## src/rtl/load_store_unit_if.sv

```systemverilog
// Request/response handshake and data-memory bus of the load/store unit.
// Pure wiring: no storage, no latency.
// Backpressure is req_ready from the LSU; responses and memory controls cannot be stalled.
interface load_store_unit_if;
    logic        req_valid;
    logic        req_ready;
    logic        req_we;
    logic [2:0]  req_funct3;
    logic [63:0] req_addr;
    logic [63:0] req_wdata;
    logic        rsp_valid;
    logic        rsp_fault;
    logic [63:0] rsp_rdata;
    logic [63:0] Mem_Addr;
    logic [63:0] Write_Data;
    logic        MemWrite;
    logic        MemRead;
    logic [63:0] Read_Data;

    // LSU side
    modport slave (
        input  req_valid, req_we, req_funct3, req_addr, req_wdata, Read_Data,
        output req_ready, rsp_valid, rsp_fault, rsp_rdata,
               Mem_Addr, Write_Data, MemWrite, MemRead
    );

    // pipeline + memory side
    modport master (
        output req_valid, req_we, req_funct3, req_addr, req_wdata, Read_Data,
        input  req_ready, rsp_valid, rsp_fault, rsp_rdata,
               Mem_Addr, Write_Data, MemWrite, MemRead
    );
endinterface

```

## src/rtl/load_store_unit.sv

```systemverilog
// Memory-stage load/store sequencer; sub-doubleword stores done as read-modify-write.
// Latency (accept edge to rsp_valid edge): load 1, sd 1, sb/sh/sw 2, fault 0.
// Backpressure: req_ready high only in IDLE; one request outstanding. Define LSU_ALIGN_CHECK_EN to fault misaligned accesses.
module load_store_unit #(
    parameter int unsigned MEM_BYTES = 64
) (
    input  logic              clk,
    input  logic              reset_n,
    load_store_unit_if.slave  bus
);
    typedef enum logic [1:0] {IDLE, LOAD, ST_RD, ST_WR} state_t;

    state_t      state_q, state_d;
    logic [63:0] addr_q, addr_d;
    logic [2:0]  f3_q, f3_d;
    logic [63:0] wdata_q, wdata_d;
    logic [63:0] merge_q, merge_d;
    logic        rsp_valid_q, rsp_valid_d;
    logic        rsp_fault_q, rsp_fault_d;
    logic [63:0] rsp_rdata_q, rsp_rdata_d;

    logic        accept;
    logic        illegal;
    logic        out_of_range;
    logic        fault;
    logic [64:0] last_byte;
    logic [63:0] load_ext;
    logic [63:0] merged;

    assign accept    = bus.req_valid && (state_q == IDLE);
    assign illegal   = bus.req_we ? bus.req_funct3[2] : (bus.req_funct3 == 3'b111);
    // 65-bit sum so an address near 2^64 cannot wrap back into range
    assign last_byte    = {1'b0, bus.req_addr} + 65'd7;
    assign out_of_range = last_byte > 65'(MEM_BYTES - 1);

`ifdef LSU_ALIGN_CHECK_EN
    logic misaligned;
    // access size is 1 << funct3[1:0]; the low address bits below that size must be zero
    always_comb begin
        misaligned = 1'b0;
        case (bus.req_funct3[1:0])
            2'b01:   misaligned = bus.req_addr[0];
            2'b10:   misaligned = |bus.req_addr[1:0];
            2'b11:   misaligned = |bus.req_addr[2:0];
            default: misaligned = 1'b0;
        endcase
    end
    assign fault = illegal || out_of_range || misaligned;
`else
    assign fault = illegal || out_of_range;
`endif

    // sign/zero extension of the low bytes of the memory word for the pending load
    always_comb begin
        load_ext = 64'd0;
        case (f3_q)
            3'b000:  load_ext = {{56{bus.Read_Data[7]}},  bus.Read_Data[7:0]};
            3'b001:  load_ext = {{48{bus.Read_Data[15]}}, bus.Read_Data[15:0]};
            3'b010:  load_ext = {{32{bus.Read_Data[31]}}, bus.Read_Data[31:0]};
            3'b011:  load_ext = bus.Read_Data;
            3'b100:  load_ext = {56'd0, bus.Read_Data[7:0]};
            3'b101:  load_ext = {48'd0, bus.Read_Data[15:0]};
            3'b110:  load_ext = {32'd0, bus.Read_Data[31:0]};
            default: load_ext = 64'd0;
        endcase
    end

    // splice the store bytes into the doubleword just read back
    always_comb begin
        merged = wdata_q;
        case (f3_q[1:0])
            2'b00:   merged = {bus.Read_Data[63:8],  wdata_q[7:0]};
            2'b01:   merged = {bus.Read_Data[63:16], wdata_q[15:0]};
            2'b10:   merged = {bus.Read_Data[63:32], wdata_q[31:0]};
            default: merged = wdata_q;
        endcase
    end

    // next-state and next-response computation
    always_comb begin
        state_d     = state_q;
        addr_d      = addr_q;
        f3_d        = f3_q;
        wdata_d     = wdata_q;
        merge_d     = merge_q;
        rsp_valid_d = 1'b0;
        rsp_fault_d = 1'b0;
        rsp_rdata_d = 64'd0;
        case (state_q)
            IDLE: begin
                if (accept) begin
                    addr_d  = bus.req_addr;
                    f3_d    = bus.req_funct3;
                    wdata_d = bus.req_wdata;
                    merge_d = bus.req_wdata;
                    if (fault) begin
                        // suppressed: answer straight away, never touch memory
                        rsp_valid_d = 1'b1;
                        rsp_fault_d = 1'b1;
                    end else if (!bus.req_we) begin
                        state_d = LOAD;
                    end else if (bus.req_funct3[1:0] == 2'b11) begin
                        state_d = ST_WR;
                    end else begin
                        state_d = ST_RD;
                    end
                end
            end
            LOAD: begin
                rsp_valid_d = 1'b1;
                rsp_rdata_d = load_ext;
                state_d     = IDLE;
            end
            ST_RD: begin
                merge_d = merged;
                state_d = ST_WR;
            end
            ST_WR: begin
                rsp_valid_d = 1'b1;
                state_d     = IDLE;
            end
            default: state_d = IDLE;
        endcase
    end

    // FSM and request/response registers
    always_ff @(posedge clk or negedge reset_n) begin
        if (!reset_n) begin
            state_q     <= IDLE;
            addr_q      <= 64'd0;
            f3_q        <= 3'd0;
            wdata_q     <= 64'd0;
            merge_q     <= 64'd0;
            rsp_valid_q <= 1'b0;
            rsp_fault_q <= 1'b0;
            rsp_rdata_q <= 64'd0;
        end else begin
            state_q     <= state_d;
            addr_q      <= addr_d;
            f3_q        <= f3_d;
            wdata_q     <= wdata_d;
            merge_q     <= merge_d;
            rsp_valid_q <= rsp_valid_d;
            rsp_fault_q <= rsp_fault_d;
            rsp_rdata_q <= rsp_rdata_d;
        end
    end

    // memory controls follow the state directly so reset kills them without waiting for an edge
    assign bus.req_ready  = (state_q == IDLE);
    assign bus.MemRead    = (state_q == LOAD) || (state_q == ST_RD);
    assign bus.MemWrite   = (state_q == ST_WR);
    assign bus.Mem_Addr   = addr_q;
    assign bus.Write_Data = merge_q;
    assign bus.rsp_valid  = rsp_valid_q;
    assign bus.rsp_fault  = rsp_fault_q;
    assign bus.rsp_rdata  = rsp_rdata_q;
endmodule

```

## src/flat_wrapper.sv

```systemverilog
// flat-port wrapper written by rule: the top's interface ports become plain ports
module load_store_unit_flat 
#(
    parameter int unsigned MEM_BYTES = 64
)
  (clk, reset_n, bus_req_valid, bus_req_we, bus_req_funct3, bus_req_addr, bus_req_wdata, bus_Read_Data, bus_req_ready, bus_rsp_valid, bus_rsp_fault, bus_rsp_rdata, bus_Mem_Addr, bus_Write_Data, bus_MemWrite, bus_MemRead);
  load_store_unit_if bus_i ();
  input  logic clk;
  input  logic reset_n;
  input wire logic [$bits(bus_i.req_valid)-1:0] bus_req_valid;
  input wire logic [$bits(bus_i.req_we)-1:0] bus_req_we;
  input wire logic [$bits(bus_i.req_funct3)-1:0] bus_req_funct3;
  input wire logic [$bits(bus_i.req_addr)-1:0] bus_req_addr;
  input wire logic [$bits(bus_i.req_wdata)-1:0] bus_req_wdata;
  input wire logic [$bits(bus_i.Read_Data)-1:0] bus_Read_Data;
  output wire logic [$bits(bus_i.req_ready)-1:0] bus_req_ready;
  output wire logic [$bits(bus_i.rsp_valid)-1:0] bus_rsp_valid;
  output wire logic [$bits(bus_i.rsp_fault)-1:0] bus_rsp_fault;
  output wire logic [$bits(bus_i.rsp_rdata)-1:0] bus_rsp_rdata;
  output wire logic [$bits(bus_i.Mem_Addr)-1:0] bus_Mem_Addr;
  output wire logic [$bits(bus_i.Write_Data)-1:0] bus_Write_Data;
  output wire logic [$bits(bus_i.MemWrite)-1:0] bus_MemWrite;
  output wire logic [$bits(bus_i.MemRead)-1:0] bus_MemRead;
  assign bus_i.req_valid = bus_req_valid;
  assign bus_i.req_we = bus_req_we;
  assign bus_i.req_funct3 = bus_req_funct3;
  assign bus_i.req_addr = bus_req_addr;
  assign bus_i.req_wdata = bus_req_wdata;
  assign bus_i.Read_Data = bus_Read_Data;
  assign bus_req_ready = bus_i.req_ready;
  assign bus_rsp_valid = bus_i.rsp_valid;
  assign bus_rsp_fault = bus_i.rsp_fault;
  assign bus_rsp_rdata = bus_i.rsp_rdata;
  assign bus_Mem_Addr = bus_i.Mem_Addr;
  assign bus_Write_Data = bus_i.Write_Data;
  assign bus_MemWrite = bus_i.MemWrite;
  assign bus_MemRead = bus_i.MemRead;
  load_store_unit #(.MEM_BYTES(MEM_BYTES)) u_core (.clk(clk), .reset_n(reset_n), .bus(bus_i));
endmodule
```

## config.mk

```make
export PLATFORM = sky130hd
export DESIGN_NAME = load_store_unit_flat
export DESIGN_NICKNAME = d
export VERILOG_FILES = /design/src/rtl/load_store_unit_if.sv /design/src/rtl/load_store_unit.sv /design/src/flat_wrapper.sv
export SDC_FILE = /design/constraint.sdc
export NUM_CORES = 1
export LEC_CHECK = 0
export BUFFER_PORTS_ARGS = -buffer_cell sky130_fd_sc_hd__buf_2
export CAP_MARGIN = 20
export CORE_MARGIN = 5
export CORE_UTILIZATION = 56
export CTS_CLUSTER_DIAMETER = 50
export DETAILED_ROUTE_END_ITERATION = 8
export PLACE_DENSITY_LB_ADDON = 0.15
export SLEW_MARGIN = 20
export SYNTH_ARGS = -nofsm -noshare
export SYNTH_HDL_FRONTEND = slang
export SYNTH_SLANG_ARGS = --single-unit
```

## constraint.sdc

```tcl
create_clock -name clk -period 5.1 [get_ports clk]
set_clock_uncertainty 0.1 [all_clocks]
set_input_delay 0.255 -clock clk [delete_from_list [all_inputs] [get_ports clk]]
set_output_delay 0.255 -clock clk [all_outputs]
set_load 0.02 [all_outputs]
```

* Word-level counts from Yosys, hierarchy flattened
Cells that the tools add are included.
Storage, ports and cells: register bits after elaboration 263, bits of input ports 199, output and inout bits 197, word-level logic and storage cells 51
Operators by class: add/sub/neg operators 1, $lt $le $gt $ge 1, eq/ne operators 15, mux-type cells 15, reductions and logical operators 11
Operators by type and width (number):
- $pmux 64 s7 | 1
- $pmux 64 s3 | 1
- $mux 64 | 2
- $pmux 64 s2 | 1
- $add 64x3->65 const B | 1
- $gt 65x6->1 const B | 1
- $eq 3x3->1 const B | 4
- $eq 2x2->1 const B | 4
- $eq 3x2->1 const B | 2
- $mux 2 | 3
- $pmux 2 s3 | 1
- $reduce_and 2->1 | 3
- $mux 1 | 5
- $eq 2x1->1 const B | 2
- $logic_not 2->1 | 2
- $eq 3x1->1 const B | 1
- $logic_not 3->1 | 1
- $logic_or 1x1->1 | 2
- $ne 2x1->1 const B | 1
- $ne 2x2->1 const B | 1
- $pmux 1 s2 | 1
- $reduce_bool 2->1 | 1
- $reduce_or 2->1 | 1
- $logic_and 1x1->1 | 1

* Depth between registers and ports, before layout
depth in word-level cells 6, depth in mapped cells 13, depth with buffers taken out 11

* Least setup slack after synthesis
No wires, ideal clock.
path type input-to-reg, start point in bus_req_addr[0], end point reg u_core.rsp_valid_q (netlist: u_core.bus.rsp_valid), library setup time 0.124 ns, data arrival time 2.849 ns, required time 4.876 ns, setup slack 2.027 ns, cell stages on the path 12, cell sequence inv_1 -> ha_1 -> nor2b_1 -> nor3_2 -> and4_4 -> buf_6 -> mux2_4 -> or4_1 -> nor4_1 -> and4_2 -> a21oi_2 -> o31a_1
On the way: cells in the longest elaborated chain, start to end 6
RTL lines:
- start: declaration | RTL line flat_wrapper.sv:13 | input wire logic [$bits(bus_i.req_addr)-1:0] bus_req_addr;
- $add 64x3->65 | RTL line load_store_unit.sv:33 | assign last_byte = {1'b0, bus.req_addr} + 65'd7;
- $gt 65x6->1 | RTL line load_store_unit.sv:34 | assign out_of_range = last_byte > 65'(MEM_BYTES - 1);
- $logic_or 1x1->1 | RTL line load_store_unit.sv:50 | assign fault = illegal || out_of_range;
- $mux 1 | RTL line load_store_unit.sv:96 | if (fault) begin
- $mux 1 | RTL line load_store_unit.sv:91 | if (accept) begin
- $pmux 1 s2 | RTL line load_store_unit.sv:89 | case (state_q)
- named net u_core.rsp_valid_d | RTL line load_store_unit.sv:18 | logic rsp_valid_q, rsp_valid_d;
- end signal: assignment | RTL line load_store_unit.sv:143 | rsp_valid_q <= rsp_valid_d;
- end: declaration | RTL line load_store_unit.sv:18
The timed path passes the listed nets, and every way through them passes these cells. A chain may end at the register's enable or synchronous reset.

* Worst setup path after layout
start point in bus_req_addr[0], end point reg u_core.state_q[1]
On the way: cells in the longest elaborated chain, start to end 5
RTL lines:
- $add 64x3->65 | RTL line load_store_unit.sv:33
- $gt 65x6->1 | RTL line load_store_unit.sv:34
- $logic_or 1x1->1 | RTL line load_store_unit.sv:50
- $ne 2x2->1 (no line)
- $reduce_and 2->1 (no line)
- end signal: assignment | RTL line load_store_unit.sv:138 | state_q <= state_d;
- end: declaration | RTL line load_store_unit.sv:13 | state_t state_q, state_d;
No other way between the ends.

==> results.md <==
Status:
- The run finished with clean final reports.

Global routing:
- The wire length of the first global-routing pass is 70100 um.
- The maximum number of pins on one net before global-route repair is 140.
- The via count of the first global-routing pass is 12800.
- The initial antenna violation count is 0.
- Global routing used 33.4% of the available tracks across all layers.
- The leftover overflow at the end of global routing is 0.

Floorplanning:
- The starting utilization of the core area is 56.4%.
- In this run the horizontal extent of the chip is 160 um.
- The die is 160 um tall.
- The die covers 25700 um2.
- The area of the core region is 22400 um2.
- 396 I/O pins were placed.
- The number of rows in the core area is 55.

Placed design:
- Once placement completed, the tool counted placed cells totaling 1839.
- Summed over all nets, the half-perimeter wirelength after detailed placement is 27200 um.
- The setup slack after placement is 1.54 ns.
- During placement, the flow inserted port buffers numbering 395.
- The routability congestion estimate from global placement is 0.907.

Synthesis:
- The proportion of register bits with asynchronous set or reset after synthesis is 100%.
- The number of enable-type register cells in the synthesized netlist is 0.
- The biggest area consumer among synthesized cells is dfrtp_1.
- After synthesis, the cell types taking the most area are dfrtp_1 (52%), mux2_2 (11%), a21oi_1 (5.0%).
- The synthesized netlist net count is 1438.
- In the synthesized netlist the dominant register cell turns out to be dfrtp_1.
- The post-synthesis cell type count is 63.
- The register area share after synthesis is 52.0%.
- The share of the synthesized area in the top cell type is 52.0%.
- The number of synthesized register bits is 263.
- The count of synthesis-stage warnings from yosys is 0.
- The post-synthesis instance total is 1234.
- The average footprint of a synthesized cell is 10.3 um2.
- The synthesized netlist occupies a cell area of 12700 um2.

Run:
- The tool flagged a number of max-cap violations equal to 0.

Min path:
- The worst hold path begins at bus_req_addr[20].
- For hold timing, the worst endpoint is u_core.bus.Mem_Addr[20].
- The worst hold path cell count is 2.
- The class of the most critical hold timing path is in2reg.

Clock tree:
- The source-to-sink clock delay at the later pin of the worst-skew pair is 0.56 ns.
- The clock root buffer is clkbuf_16.
- The number of buffers added for setup after CTS is 0.
- The clock transition time at the flip-flop clock pins of the worst setup and hold paths is 0.06 ns.
- The number of clock buffers added by TritonCTS is 31.
- The clock net in this run drives a total of 263 sinks.
- The H-tree level count is 1.
- The clock passes through at most 3 buffers.
- In this run, post-CTS repair resized a total of 0 instances.
- TritonCTS built the clock tree.

Layout:
- The number of nets in the layout is 1990.
- Once layout is complete, the cells apart from fillers number 2097.
- In the layout the commonest cells are buf_2 (394), dfrtp_1 (263), dlygate4sd3_1 (198).
- The share of post-route cells with drive strength above 1 is 33.7%.
- The fill cell instance count of the final layout is 1349.
- The most common cell after layout, fill and taps aside is buf_2.
- Compared with the post-synthesis result, the final layout area differs by 41.9%.

Setup path:
- The nature of the critical path endpoint is a flip-flop.
- The startpoint identified for the worst register-to-register timing path is u_core.state_q[0].
- The setup path with the least slack is of type in2reg.
- For this design, the slowest cell found on the critical path is dlygate4sd3_1.
- Data on the critical path is required at its endpoint by 5.48 ns.
- The reg2reg setup slack is 1.64 ns.
- In this design, the critical path's most frequently occurring cell is dlygate4sd3_1.
- The signal on the critical path passes through dlygate4sd3_1 > buf_2 > inv_1 > ha_1 > nor2b_1 > nor3_2 > and4_4 > mux2_4 > or4_1 > nor4_1 > and4_2 > nand4_1 > dlygate4sd3_1 > a31oi_1.
- The largest fanout on the critical path is 14.
- The startpoint kind of the worst setup timing path is an input pin.
- The worst register-to-register path ends at u_core.bus.Write_Data[47].
- The maximum single-stage delay on the critical path is 0.57 ns.
- STA puts the critical path data arrival time at 4.43 ns.
- The cell depth of the worst flop-to-flop path is 6.

Detailed routing:
- The number of optimization iterations in the first detailed-route pass is 6.
- The per-cell via count in the routed design is 5.88.
- The count of vias placed by the detailed router is 12300.
- In the routed design, unresolved DRC markers number 0.
- The number of routed nets with antenna violations is 0.
- The first-iteration detailed-routing DRC count is 1232.
- Dividing the detail-routed wire length by the instance count gives 21.0 um.
- The final routed wirelength across all metal layers is 44000 um.

Timing:
- The hold violation total from the final report came to 0.
- Dividing the final minimum period by the clock period gives 79.4%.
- The final count of negative-setup-slack endpoints is 0.
- Hold is met by 0.0566 ns.
- For the pin with the worst max-slew slack, the measured transition is 1.10 ns.
- The setup slack after layout is 1.05 ns.
- The total negative setup slack is 0 ns.
- The headroom to the max-slew limit is 26.2%.
- The number of max-slew violations in the final report was 0.
- The maximum operating frequency is 0.247 GHz.
- The time the final worst path needs with I/O delays and setup is 4.05 ns.
- Setup repair after global routing left no endpoint under its margin.

Power:
- Overall power consumption after layout is estimated at 0.00576 W.
- VDD sags by at most 0.377 mV.
- The standby leakage power is 8.35 nW.
- The ratio of total power to cell area is 321 nW/um2.
==> metrics by stage <==
step | util, % | area (um2)
2_1_floorplan | - | 12700
3_3_place_gp | 65.9 | 14800
3_5_place_dp | 65.9 | 14800
4_1_cts | 79.9 | 17900
5_1_grt | 80.1 | 18000
6_report | 80.1 | 18000
==> cells by family (layout without fill, tap and decap cells) <==
kind of cell,Yosys count,after routing,share of synthesized area (%)
and+or+nand+nor,399,399,15.6
xor gates and xnor gates,7,7,0.484
AOI/OAI and AO/OA,274,274,12.1
muxes,189,189,16.2
buffers and inverters,97,674,3.05
other,0,1,0
adders and majority gates,5,5,0.494
DFF,263,263,52.0
==> how the worst max path moves through the flow <==
stage,startpoint,to,slack (ns),cells past startpoint
finish,bus_req_addr[0],u_core.state_q[1],1.05,14
global route,bus_req_addr[0],u_core.state_q[1],0.82,14
floorplan,bus_req_addr[0],u_core.bus.rsp_valid,2.03,12
global placement,bus_req_addr[0],u_core.bus.rsp_valid,1.61,12
detailed placement,bus_req_addr[0],u_core.bus.rsp_valid,1.54,12
CTS,bus_req_addr[0],u_core.state_q[1],1.12,14
==> per-layer routing <==
layer	share of wire, %	GRT usage [%]	vias to the layer above
met1	37	41.1	5936
met3	8.4	7.24	170
li1	-	-	5541
met4	5.3	15.2	0
met5	0	0	-
met2	49	56.8	691
==> cell type report <==
type | count | area, um2 | share of cell area [%]
flip-flops and latches | 263 | 6580 | 36.6
multi-input cells | 874 | 5730 | 31.9
repair buffers | 602 | 4070 | 22.6
clock buffers | 38 | 872 | 4.85
well taps | 285 | 357 | 1.98
clock inverters | 20 | 304 | 1.69
inverters | 14 | 53.8 | 0.299
diodes | 1 | 2.50 | 0.0139
==> cell usage after synthesis (7+ instances only) <==
library cell  number
dfrtp_1          263
nand2_1          162
a21oi_1          126
mux2_2           126
o21ai_0           94
clkbuf_1          67
nor2_1            64
mux2i_1           62
nand4_1           29
nand3_1           25
and3_1            21
and4_1            17
nor3_1            15
inv_1             13
and2_1            12
nor2b_1           12
nor4_1            12
buf_1              8
o211ai_1           7
==> where the power goes <==
| group | total, W | switching (W) | internal [W] |
|---|---|---|---|
| Combinational | 0.000962 | 0.000547 | 0.000415 |
| Clock | 0.00247 | 0.000935 | 0.00154 |
| Sequential | 0.00232 | 0.0000879 | 0.00224 |
==> critical path: cells and delay by family <==
kind / cells / cell delay (ns)
AND/OR/NAND/NOR: 7 / 2.20
AO/OA/AOI/OAI: 1 / 0.15
multiplexers: 1 / 0.31
buffers and inverters: 4 / 1.29
adder cells (fa/ha/maj): 1 / 0.21
==> registers in the layout, indices dropped and copies added, names as in the netlist <==
signal / count
u_core.bus.Mem_Addr: 64
u_core.bus.Write_Data: 64
u_core.bus.rsp_fault: 1
u_core.bus.rsp_rdata: 64
u_core.bus.rsp_valid: 1
u_core.f3_q: 3
u_core.state_q: 2
u_core.wdata_q: 64
==> what timing repair did <==
| action | CTS | global route |
|---|---|---|
| setup endpoints to repair | 0 | 0 |
| endpoints found under the hold margin | 397 | 0 |
| hold buffers | 198 | 0 |
Note: power is estimated with default switching activity, not from simulation.
